## config.mk

```make
export PLATFORM = sky130hd
export DESIGN_NAME = alu_cmd_sequencer
export DESIGN_NICKNAME = d
export VERILOG_FILES = /design/src/rtl/alu_pkg.sv /design/src/rtl/alu_funct_decoder.sv /design/src/rtl/alu_cmd_sequencer.sv
export SDC_FILE = /design/constraint.sdc
export NUM_CORES = 1
export LEC_CHECK = 0
export BUFFER_PORTS_ARGS = -buffer_cell sky130_fd_sc_hd__buf_4
export CORE_UTILIZATION = 35
export CTS_CLUSTER_SIZE = 25
export DETAILED_ROUTE_END_ITERATION = 16
export PLACE_DENSITY = 0.72
export SLEW_MARGIN = 20
export SYNTH_ARGS = -nofsm -noshare
export SYNTH_HDL_FRONTEND = slang
export SYNTH_SLANG_ARGS = --single-unit
export TNS_END_PERCENT = 50
```

## constraint.sdc

```tcl
create_clock -name clk -period 5.25 [get_ports clk]
set_clock_uncertainty 0.15 [all_clocks]
set_input_delay 0.525 -clock clk [delete_from_list [all_inputs] [get_ports clk]]
set_output_delay 0.525 -clock clk [all_outputs]
set_load 0.1 [all_outputs]
```

## src/rtl/alu_pkg.sv

```systemverilog
// alu_pkg: ALU opcode encoding, RISC-V funct3 codes and sequencer FSM states.
package alu_pkg;
    localparam logic [3:0] OP_AND = 4'b0000;
    localparam logic [3:0] OP_OR  = 4'b0001;
    localparam logic [3:0] OP_ADD = 4'b0010;
    localparam logic [3:0] OP_SUB = 4'b0110;
    localparam logic [3:0] OP_SLT = 4'b0111;
    localparam logic [3:0] OP_SRL = 4'b1000;
    localparam logic [3:0] OP_SLL = 4'b1001;
    localparam logic [3:0] OP_SRA = 4'b1010;
    localparam logic [3:0] OP_XOR = 4'b1101;

    localparam logic [2:0] F3_ADD  = 3'b000;
    localparam logic [2:0] F3_SLL  = 3'b001;
    localparam logic [2:0] F3_SLT  = 3'b010;
    localparam logic [2:0] F3_SLTU = 3'b011;
    localparam logic [2:0] F3_XOR  = 3'b100;
    localparam logic [2:0] F3_SR   = 3'b101;
    localparam logic [2:0] F3_OR   = 3'b110;
    localparam logic [2:0] F3_AND  = 3'b111;

    typedef enum logic [1:0] {ST_IDLE, ST_EXEC, ST_RESP} state_t;
endpackage

```

## src/rtl/alu_funct_decoder.sv

```systemverilog
// alu_funct_decoder: maps {funct3, funct7b5, is_imm} to the 4-bit ALU opcode and an illegal flag.
module alu_funct_decoder
    import alu_pkg::*;
(
    input  logic [2:0] funct3,
    input  logic       funct7b5,
    input  logic       is_imm,
    output logic [3:0] opcode,
    output logic       illegal
);
    always_comb begin
        opcode  = OP_ADD;
        illegal = 1'b0;
        case (funct3)
            F3_ADD:  opcode = (funct7b5 && !is_imm) ? OP_SUB : OP_ADD;
            F3_SLL:  begin
                opcode  = OP_SLL;
                illegal = funct7b5;
            end
            F3_SLT:  opcode = OP_SLT;
            F3_SLTU: illegal = 1'b1;
            F3_XOR:  opcode = OP_XOR;
            F3_SR:   opcode = funct7b5 ? OP_SRA : OP_SRL;
            F3_OR:   opcode = OP_OR;
            default: opcode = OP_AND;
        endcase
    end
endmodule

```

## src/rtl/alu_cmd_sequencer.sv

```systemverilog
// alu_cmd_sequencer: decodes a command, drives a combinational ALU, waits ALU_LATENCY cycles
// and returns the captured result on a valid/ready response channel.
module alu_cmd_sequencer
    import alu_pkg::*;
#(
    parameter int WIDTH       = 32,
    parameter int ALU_LATENCY = 1,
    parameter int CNT_WIDTH   = 16
) (
    input  logic                 clk,
    input  logic                 rst_n,
    input  logic                 cmd_valid,
    output logic                 cmd_ready,
    input  logic [2:0]           cmd_funct3,
    input  logic                 cmd_funct7b5,
    input  logic                 cmd_is_imm,
    input  logic [WIDTH-1:0]     cmd_a,
    input  logic [WIDTH-1:0]     cmd_b,
    output logic [WIDTH-1:0]     alu_op1,
    output logic [WIDTH-1:0]     alu_op2,
    output logic [3:0]           alu_opcode,
    input  logic [WIDTH-1:0]     alu_result,
    input  logic                 alu_zero,
    output logic                 rsp_valid,
    input  logic                 rsp_ready,
    output logic [WIDTH-1:0]     rsp_result,
    output logic                 rsp_zero,
    output logic                 rsp_illegal,
    output logic [CNT_WIDTH-1:0] op_count
);
    state_t     state, state_nx;
    logic [3:0] settle;
    logic [3:0] dec_opcode;
    logic       dec_illegal;

    alu_funct_decoder u_dec (
        .funct3   (cmd_funct3),
        .funct7b5 (cmd_funct7b5),
        .is_imm   (cmd_is_imm),
        .opcode   (dec_opcode),
        .illegal  (dec_illegal)
    );

    assign cmd_ready = (state == ST_IDLE);
    assign rsp_valid = (state == ST_RESP);

    always_comb begin
        state_nx = state;
        case (state)
            ST_IDLE: if (cmd_valid) state_nx = dec_illegal ? ST_RESP : ST_EXEC;
            ST_EXEC: if (settle == 4'd0) state_nx = ST_RESP;
            ST_RESP: if (rsp_ready) state_nx = ST_IDLE;
            default: state_nx = ST_IDLE;
        endcase
    end

    always_ff @(posedge clk or negedge rst_n) begin
        if (!rst_n) begin
            state       <= ST_IDLE;
            settle      <= 4'd0;
            alu_op1     <= '0;
            alu_op2     <= '0;
            alu_opcode  <= OP_ADD;
            rsp_result  <= '0;
            rsp_zero    <= 1'b0;
            rsp_illegal <= 1'b0;
            op_count    <= '0;
        end else begin
            state <= state_nx;
            if (state == ST_IDLE && cmd_valid) begin
                if (dec_illegal) begin
                    rsp_result  <= '0;
                    rsp_zero    <= 1'b0;
                    rsp_illegal <= 1'b1;
                end else begin
                    alu_op1    <= cmd_a;
                    alu_op2    <= cmd_b;
                    alu_opcode <= dec_opcode;
                    settle     <= 4'(ALU_LATENCY - 1);
                end
            end
            // ALU operands have been stable for ALU_LATENCY cycles when the counter reaches zero
            if (state == ST_EXEC) begin
                if (settle == 4'd0) begin
                    rsp_result  <= alu_result;
                    rsp_zero    <= alu_zero;
                    rsp_illegal <= 1'b0;
                end else begin
                    settle <= settle - 4'd1;
                end
            end
            if (state == ST_RESP && rsp_ready) op_count <= op_count + CNT_WIDTH'(1);
        end
    end
endmodule

```

# ---- Yosys cells after proc, flatten, opt, wreduce, memory -nomap -nowiden
# Cells that the tools add are included.
# W data, S select, Z words.
dict set report totals {
  reg_bits 124
  out_inout_bits 120
}
dict set report classes {
  n_addsub 2
  muxes 25
  n_reduce_logical 9
  bitwise 1
  n_eq_ne 11
}
# op n
set op_table {}
lappend op_table {{$mux W32} 4}
lappend op_table {{$pmux W4 S7} 1}
lappend op_table {{$add A16 B1 Y16 const B} 1}
lappend op_table {{$mux W4} 4}
lappend op_table {{$mux W2} 5}
lappend op_table {{$eq A3 B3 Y1 const B} 3}
lappend op_table {{$mux W1} 8}
lappend op_table {{$eq A3 B2 Y1 const B} 2}
lappend op_table {{$pmux W2 S3} 1}
lappend op_table {{$logic_not A4 Y1} 1}
lappend op_table {{$ne A2 B1 Y1 const B} 2}
lappend op_table {{$sub A4 B1 Y4 const B} 1}
lappend op_table {{$eq A3 B1 Y1 const B} 1}
lappend op_table {{$logic_and A1 B1 Y1} 3}
lappend op_table {{$logic_not A3 Y1} 1}
lappend op_table {{$mux W3} 1}
lappend op_table {{$reduce_and A3 Y1} 1}
lappend op_table {{$eq A2 B1 Y1 const B} 1}
lappend op_table {{$eq A2 B2 Y1 const B} 1}
lappend op_table {{$logic_not A2 Y1} 1}
lappend op_table {{$ne A2 B2 Y1 const B} 1}
lappend op_table {{$pmux W1 S2} 1}
lappend op_table {{$reduce_and A2 Y1} 1}
lappend op_table {{$logic_not A1 Y1} 1}
lappend op_table {{$not A1 Y1} 1}

# ---- Depth between registers and ports, before layout
# Gate-level depths: netlist of the first run.
dict set report logic_depth {
  word_depth 6
  depth_mapped 7
  mapped_depth_nobuf 6
}

# ---- Modules after synthesis
# Synthesis of the first run repeated with hierarchy kept, for this count alone.
dict set report unflattened {
  hier_cells 322
  area_unflattened_um2 4795.8
}
# module instances seq_area_each_um2 area_per_inst_um2 cells_per_inst
set by_module_without_submodules {}
lappend by_module_without_submodules {alu_cmd_sequencer 1 3104.2 4715.8 310}
lappend by_module_without_submodules {alu_funct_decoder 1 0.0 80.1 12}

# ---- Least setup slack after synthesis of the first run
# OpenSTA, ideal clock, no wires.
dict set report synth_timing {
  kind {flip-flop to output port}
  start {register state[1]}
  end {output cmd_ready}
  t_arrival_ps 1719
  path_stages_with_launch 2
  t_required_ps 4575
  slack_ps 2856
  n_path_buf 0
  cell_sequence {dfrtp_1 > nor2_1}
}
dict set report synth_between {
  elab_chain_len 1
}
# item line_no
set synth_rtl {}
lappend synth_rtl {{start: declaration} alu_cmd_sequencer.sv:31} ;# state_t state, state_nx;
lappend synth_rtl {{start signal: assignment} alu_cmd_sequencer.sv:69} ;# state <= state_nx;
lappend synth_rtl {{$logic_not A2 Y1} alu_cmd_sequencer.sv:44} ;# assign cmd_ready = (state == ST_IDLE);
lappend synth_rtl {{end: declaration} alu_cmd_sequencer.sv:13} ;# output logic cmd_ready,
# Every way passes these cells.

# ---- Final worst setup path of the first run
dict set report layout_timing {
  start {input cmd_funct3[0]}
  end {register alu_op2[9]}
}
dict set report layout_between {
  elab_chain_len 4
  word_cells_on_any_way 5
  classes_between {2 x eq/ne; 1 x mux; 1 x bitwise; 1 x reduce/logical}
}
# item line_no
set layout_rtl {}
lappend layout_rtl {{start: declaration} alu_cmd_sequencer.sv:14} ;# input logic [2:0] cmd_funct3,
lappend layout_rtl {{$eq A3 B2 Y1 or $eq A3 B1 Y1 (tied branches)} alu_funct_decoder.sv:14} ;# case (funct3)
lappend layout_rtl {{$pmux W1 S2 *} alu_funct_decoder.sv:14}
lappend layout_rtl {{$not A1 Y1 (no line) *} --}
lappend layout_rtl {{$reduce_and A2 Y1 (no line) *} --}
lappend layout_rtl {{end signal: assignment} alu_cmd_sequencer.sv:77} ;# alu_op2 <= cmd_b;
lappend layout_rtl {{end: declaration} alu_cmd_sequencer.sv:20} ;# output logic [WIDTH-1:0] alu_op2,
# Mark *: on every way between the ends. The rest lies on a longest branch, timed or not.
# A chain may end at the register's enable or synchronous reset.

==> flow_metrics.tcl, run 1 <==
set metrics [dict create \
    maxCapViolations 0 \
    post_cts_resized 0 \
    die_h_um 121 \
    root_buffer "clkbuf_16" \
    crit_start "cmd_funct3[0]" \
    synthTopCellsByCount "dfrtp_1 (123), a22o_1 (33), mux2_2 (32)" \
    detailed_place_hpwl_mm 8.54 \
    cp.required_ns 5.39 \
    yosysMostFrequentCell "dfrtp_1" \
    hold_buffers 0 \
    grt_use_total_pct 16.2 \
    ys.flop_type "dfrtp_1" \
    drive_above_1_share_pct 57.5 \
    routed_via_density 4.71 \
    synth_fp_nets 433 \
    fp.dieW_um 121 \
    numCtsBuffers 17 \
    yosysTopAreaCell "dfrtp_1" \
    syn_avg_cell_area_um2 15.3 \
    overflow 0 \
    fmax_ghz 0.428 \
    grt_pass1_vias 3570 \
    hold_path_class "in2async" \
    synth_top_area_share_pct 62.1 \
    path_class "in2reg" \
    grt_pass1_wl_mm 18.2 \
    cts_setup_buffers 0 \
    hold_violations 0 \
    first_pass_iters 4 \
    h-tree-depth 4 \
    fillers 1170 \
    drt-initial-drc-count 92 \
    rsz0062_at_grt "no" \
    core_area_mm2 0.0138 \
    postRouteAntennaNets 0 \
    n_antenna_cell 0 \
    die-area_mm2 0.0146 \
    status "complete, no violations" \
    yosysSeqAreaShare_pct 62.6 \
    ys_ff_latch 124 \
    cts.sinks 124 \
    critPathMaxFanout 57 \
    start_util_pct 35.9 \
    place.gp.congestion 0.786 \
    worstReg2RegStart "settle[0]" \
    cp-end-kind "flop" \
    antenna_found_initial 0 \
    setup-violations-final 0 \
    synth_edf_count 0 \
    ys_types 38 \
    netlist_instances 325 \
    nNetsFinal 667 \
    portBuffers 225 \
    vias 3541 \
    ys_warn_count 0 \
    max_slew.worst_pin.slew_ns 1.09 \
    worstPathArrival_ns 2.47 \
    postSynth.asyncResetShare_pct 100 \
    synth_area_mm2 0.00496 \
    drv_slew 0 \
    wl_per_cell_um 15.7 \
    row_count 43 \
    min_period_ns 2.33 \
    grt_max_degree 70 \
    num_io_pins 226 \
    setup_tns_ns 0 \
    drcViolationCount 0 \
    clockBufferDepth 2 \
    cts_tree "yes" \
    slew_headroom_pct 27.5 \
    period_share_pct 44.5 \
    syn2layout_area_growth_pct 49.0 \
    start_kind "input pin" \
    synth_area_leaders "dfrtp_1 (62%), mux2_4 (9.1%), mux2_2 (7.3%)" \
    wirelength_mm 11.8 \
    clkLatencyLatePin_ns 0.41 \
    clk_pin_slew_ns 0.06 \
]
## layout make-up
class	count	area, um^2	area share [%]
clock inverters	15	165	2.24
inverters	7	26.3	0.356
repair buffers	228	1730	23.4
clock buffers	17	425	5.76
multi-input cells	181	1710	23.2
well taps	180	225	3.05
flip-flops and latches	124	3100	42.0
## metrics by stage
| stage | instance area (um^2) | utilization [%] | setup slack [ns] | std cells | hold slack (ns) |
|---|---|---|---|---|---|
| 6_report | 7390 | 53.4 | 2.92 | 752 | 0.0671 |
| 5_1_grt | 7390 | 53.4 | 2.75 | 752 | 0.122 |
| 4_1_cts | 7390 | 53.4 | 2.94 | 752 | 0.0835 |
| 3_5_place_dp | 6800 | 49.2 | 2.48 | 720 | 0.314 |
| 3_3_place_gp | 6780 | 49.0 | 2.43 | 719 | 0.325 |
| 2_1_floorplan | 4960 | - | 2.86 | 325 | 0.0794 |
## flip-flops by register name, indices dropped and copies added (netlist names)
| signal | cells |
|---|---|
| alu_op1 | 32 |
| alu_op2 | 32 |
| alu_opcode | 4 |
| op_count | 16 |
| rsp_illegal | 1 |
| rsp_result | 32 |
| rsp_zero | 1 |
| settle | 4 |
| state | 2 |
## worst paths after layout
path | slack, ns | to | cells after the start
min in group clk | 0.14 | alu_opcode[1] | 2
hold reg to reg | 0.33 | op_count[15] | 1
hold / removal | 0.07 | alu_op1[10] | 1
setup reg to reg | 2.95 | state[1] | 7
max in group asynchronous | 3.61 | alu_op1[20] | 2
setup / recovery | 2.92 | alu_op2[9] | 5
## critical path: stages
cell and delay (ns):
buf_4 0.11, inv_2 0.07, o31ai_4 0.93, buf_12 0.40, mux2_2 0.38
## metal layers
layer  vias to the layer above  global-route usage, %  wire (um)
li1                       1640                      -          -
met1                      1740                   19.9       4890
met2                       145                   26.1       5840
met3                        16                   5.40        921
met4                         0                   6.87        175
met5                         -                      0          0
## cells by family after synthesis
family	count (synthesis)	synth area share, %
adder cells (fa/ha/maj)	2	0.505
XOR/XNOR	17	3.00
multiplexers	66	17.2
AO/OA/AOI/OAI	49	8.08
AND/OR/NAND/NOR	47	5.48
buffers and inverters	20	3.10
flip-flops	124	62.6
## layout by cell type, fill, tap and decap left out, drive strengths merged, types with 3 or more instances in the layout
cell type,synthesis,layout
clkbuf,0,17
nor2,12,12
a22o,33,33
xnor2,14,14
nand3,6,6
inv,7,12
nand2,11,11
nand4,5,5
o21ai,8,8
dfrtp,123,123
xor2,3,3
clkinvlp,0,4
buf,13,228
mux2,65,65
clkinv,0,4
Power of run 1 is left out: the tool's default activity adds up to more than one toggle a clock period on the data nets, which glitch-free logic cannot reach.
==> run 2: changes to the inputs <==
ABC_AREA = 1   (was unset)
PLACE_DENSITY = 0.71   (was 0.72)
clock period = 2.4 ns   (was 5.25 ns; I/O delays follow)
==> flow_metrics.tcl, run 2 <==
set metrics [dict create \
    crit_chain "inv_1 -> nor2_2 -> buf_4" \
    dp_cells 977 \
    overflow 0 \
    clkLatencyLatePin_ns 0.41 \
    synth_compound_area_share_pct 1.47 \
    fp.dieW_um 123 \
    synth_fp_nets 696 \
    cp.required_ns 2.01 \
    nNetsFinal 1026 \
    drt-initial-drc-count 263 \
    status "complete, no violations" \
    core_area_mm2 0.0141 \
    rsz0062_at_grt "no" \
    min_period_ns 1.89 \
    postSynth.asyncResetShare_pct 100 \
    hold_violations 0 \
    setup-violations-final 0 \
    stdcell_area_mm2 0.00860 \
    critPathMaxFanout 5 \
    ys_warn_count 0 \
    worstPathArrival_ns 1.50 \
    period_share_pct 78.6 \
    cp_top_family "buffers and inverters" \
    synth_mux_area_share_pct 0.220 \
    yosysTopAreaCell "dfrtp_1" \
    max_stage_delay_ns 0.42 \
    postRouteAntennaNets 0 \
    antenna_found_initial 0 \
    ys_ff_latch 124 \
    post_cts_resized 0 \
    die_h_um 123 \
    layout_common_cells "nand2_1 (303), buf_4 (230), dfrtp_1 (123)" \
    clockBufferDepth 2 \
    numCtsBuffers 17 \
    hold_buffers 102 \
    synth_area_mm2 0.00512 \
    syn2layout_area_growth_pct 68.2 \
    multiInputGateArea_mm2 0.00175 \
    h-tree-depth 4 \
    grt_pass1_wl_mm 24.9 \
    clk_pin_slew_ns 0.06 \
    synthTopCellsByCount "nand2_1 (303), dfrtp_1 (123), nand3_1 (49)" \
    cts_tree "yes" \
    placed_area_mm2 0.00696 \
    final-seq-area_mm2 0.00310 \
    cts_setup_buffers 0 \
    detailed_place_hpwl_mm 9.55 \
    synth_area_leaders "dfrtp_1 (60%), nand2_1 (22%), nand3_1 (4.8%)" \
    cts.sinks 124 \
    netlist_instances 588 \
    first_pass_iters 5 \
    wirelength_mm 15.9 \
    path_class "reg2out" \
    drive_above_1_share_pct 30.0 \
    start_util_pct 36.3 \
    synth-simple-area-share_pct 30.3 \
    row_count 43 \
    setup_tns_ns 0 \
    ys.flop_type "dfrtp_1" \
    place.gp.congestion 0.834 \
    grt_use_total_pct 21.8 \
    portBuffers 225 \
    maxCapViolations 0 \
    synth_top_family_by_area "simple AND/OR/NAND/NOR gates" \
    grt_max_degree 54 \
    drv_slew 0 \
    die-area_mm2 0.0151 \
    yosysSeqAreaShare_pct 60.7 \
    cp-end-kind "output pin" \
    crit_buf_inv 2 \
    routed_via_density 4.64 \
    synth_edf_count 0 \
    yosysMostFrequentCell "nand2_1" \
    synthAdderAreaFrac_pct 0.489 \
    synth_top_area_share_pct 60.2 \
    hold_path_class "in2reg" \
    start_kind "flop" \
    fillers 1165 \
    final_common_cell "nand2_1" \
    n_antenna_cell 0 \
    synth-xor-area-share_pct 1.71 \
    max_slew.worst_pin.slew_ns 0.708 \
    largestRegisters "alu_op1 x32, alu_op2 x32, rsp_result x32" \
    wl_per_cell_um 14.4 \
    ys_types 25 \
    syn_avg_cell_area_um2 8.70 \
    fmax_ghz 0.530 \
    slew_headroom_pct 52.7 \
    fin_util_pct 61.0 \
    cp_slowest_cell "dfrtp_1" \
    num_io_pins 226 \
    final-instance-count-excl-fill 1111 \
    drcViolationCount 0 \
    root_buffer "clkbuf_16" \
    vias 5158 \
    grt_pass1_vias 5239 \
]
-- run 2: path summary, 6_finish.rpt --
kind,end,slack [ns],startpoint,depth (start not counted)
setup / recovery,rsp_valid,0.51,state[1],3
hold / removal,alu_opcode[1],0.03,cmd_funct7b5,5
setup reg to reg,rsp_result[5],0.57,state[1],6
hold reg to reg,alu_op1[10],0.32,alu_op1[10],2
max in group asynchronous,alu_op2[13],1.23,rst_n,3
min in group asynchronous,op_count[0],0.21,rst_n,2
-- run 2: worst register-to-register path: cells and delay by family (launching register included) --
kind	cells	cell delay, ns
AND/OR/NAND/NOR	5	1.03
flip-flops	1	0.43
buffers and inverters	1	0.11
-- run 2: kinds of logic (layout without fill, tap and decap cells) --
kind of cell    count (synthesis)  count (layout)
xor+xnor                       10              10
fa+ha+maj                       2               2
mux                             1               1
buf+inv                        53             396
flops                         124             124
compound gates                 14              14
simple gates                  384             384
-- run 2: cell type report --
type / count / area share [%]
clock buffers: 17 / 4.94
flip-flops and latches: 124 / 36.1
repair buffers: 334 / 32.4
clock inverters: 15 / 2.30
multi-input cells: 411 / 20.3
well taps: 180 / 2.62
inverters: 30 / 1.31
-- run 2: layer usage --
| layer | vias up | global-route usage, % | part of all wire (%) |
|---|---|---|---|
| met5 | - | 0 | 0 |
| met4 | 0 | 9.98 | 2.6 |
| met3 | 37 | 7.93 | 8.2 |
| met2 | 226 | 37.4 | 50 |
| met1 | 2416 | 23.9 | 40 |
| li1 | 2479 | - | - |
-- run 2: metrics by stage --
step,hold slack (ns),setup slack (ns)
finish,0.0252,0.513
global route,0.0202,0.429
CTS,0.00680,0.476
detailed placement,0.0946,0.565
global placement,0.0879,0.650
floorplan,-0.206,0.0743
Power of run 2 is left out for the same reason.
==> run 3: changes to the inputs <==
ABC_AREA = 0   (was 1)
PLACE_DENSITY = 0.72   (was 0.71)
clock period = 1.8 ns   (was 2.4 ns; I/O delays follow)
==> flow_metrics.tcl, run 3 (synthesis gave the netlist of run 1 again) <==
set metrics [dict create \
    status "finished, violations left" \
    violations "negative setup slack" \
    final_common_cell "buf_4" \
    cp_slowest_cell "dlygate4sd3_1" \
    fin_util_pct 62.2 \
    first_pass_iters 4 \
    period_share_pct 101 \
    detailed_place_hpwl_mm 8.83 \
    min_from "cmd_funct3[0]" \
    antenna_found_initial 0 \
    grt_pass1_vias 4305 \
    path_class "in2reg" \
    wl_per_cell_um 16.7 \
    max_slew.worst_pin.slew_ns 0.383 \
    crit_top_cell "buf_4" \
    clockBufferDepth 2 \
    setup-violations-final 5 \
    h-tree-depth 4 \
    root_buffer "clkbuf_16" \
    cts.sinks 124 \
    worstPathArrival_ns 1.95 \
    drcViolationCount 0 \
    fp.dieW_um 121 \
    r2r_end "alu_op1[0]" \
    drive_above_1_share_pct 51.8 \
    core_area_mm2 0.0138 \
    grt_use_total_pct 19.6 \
    layout_common_cells "buf_4 (236), dfrtp_1 (113), dlygate4sd3_1 (102)" \
    crit_chain "dlygate4sd3_1 -> buf_4 -> nor2_1 -> o31ai_4 -> buf_4 -> clkbuf_16 -> mux2_4" \
    max_stage_delay_ns 0.56 \
    slew_headroom_pct 74.5 \
    n_antenna_cell 0 \
    clk_pin_slew_ns 0.06 \
    wirelength_mm 14.5 \
    place.gp.congestion 0.725 \
    cts_tree "yes" \
    critPathMaxFanout 20 \
    rsz0062_at_grt "yes" \
    cp.required_ns 1.94 \
    fmax_ghz 0.552 \
    portBuffers 225 \
    nNetsFinal 785 \
    worstReg2RegStart "state[0]" \
    hold_path_class "in2reg" \
    hold_violations 0 \
    cp-end-kind "flop" \
    clkLatencyLatePin_ns 0.41 \
    endpoint "alu_op1[0]" \
    postRouteAntennaNets 0 \
    min_period_ns 1.81 \
    start_util_pct 35.9 \
    row_count 43 \
    drt-initial-drc-count 146 \
    drv_slew 0 \
    rr_worst_depth 5 \
    die_h_um 121 \
    fillers 1003 \
    worst_slack_ns -0.0101 \
    crit_start "cmd_funct3[1]" \
    vias 4103 \
    syn2layout_area_growth_pct 73.6 \
    largestRegisters "alu_op1 x32, alu_op2 x32, rsp_result x32" \
    maxCapViolations 0 \
    numCtsBuffers 17 \
    die-area_mm2 0.0146 \
    overflow 0 \
    grt_pass1_wl_mm 21.7 \
    reg2reg_slack_ns 0.01 \
    grt_max_degree 57 \
    start_kind "input pin" \
    routed_via_density 4.72 \
    num_io_pins 226 \
]
==> run 3: cell count changes in the layout (fill, tap and decap cells not counted), sizes merged, moves of 10 or more <==
cell / change
a22o: +33
buf: +10
inv: -24
mux2: +64
nand2: -293
nand3: -44
nor2: -13
==> run 3: final cells by class <==
cell class                 count  area (um^2)  share of cell area, %
sequential                   124         3120                   36.3
timing repair buffer         346         2950                   34.3
multi-input combinational    181         1720                   20.0
clock buffer                  20          457                   5.31
tap                          180          225                   2.62
clock inverter                11         96.3                   1.12
inverter                       7         26.3                  0.305
==> run 3: what timing repair did <==
| action | 4_1_cts | 5_1_grt |
|---|---|---|
| setup buffers | 0 | 3 |
| hold buffers | 102 | 0 |
| hold endpoints to repair | 225 | 0 |
| resized for setup | 1 | 7 |
| gates cloned | 0 | 2 |
| setup endpoints to repair | 1 | 89 |
==> run 3: per-layer routing <==
metal | track usage, % | wire [um] | up-vias | part of all wire, %
met5 | 0 | 0 | - | 0
met2 | 34.6 | 7600 | 157 | 52
met4 | 9.49 | 392 | 0 | 2.7
met3 | 5.59 | 851 | 28 | 5.9
li1 | - | - | 1882 | -
met1 | 21.5 | 5660 | 2036 | 39
==> run 3: worst min path at each step <==
stage,cells past startpoint,endpoint,slack (ns)
3_5_place_dp,1,alu_op1[22],-0.02
4_1_cts,3,alu_opcode[2],0.03
2_1_floorplan,0,alu_op1[0],-0.27
6_report,3,alu_opcode[2],0.06
5_1_grt,3,alu_opcode[2],0.06
3_3_place_gp,1,alu_op1[24],-0.03
==> run 3: through the flow <==
step	setup TNS, ns	setup WS (ns)	instances	hold WS (ns)	area, um^2
final	-0.0376	-0.0101	869	0.0611	8610
after global routing	-3.16	-0.0743	869	0.0567	8610
after CTS	0	0.00774	864	0.0331	8510
after detailed placement	0	0.0647	731	-0.0184	6930
after global placement	0	0.0791	731	-0.0284	6930
after floorplan	-0.341	-0.207	325	-0.266	4980
==> run 3: critical path, delay by kind of cell <==
| kind | cells | cell delay [ns] |
|---|---|---|
| and+or+nand+nor | 1 | 0.24 |
| AOI/OAI and AO/OA | 1 | 0.11 |
| muxes | 1 | 0.32 |
| buffers and inverters | 4 | 1.09 |
Power of run 3 is left out for the same reason.
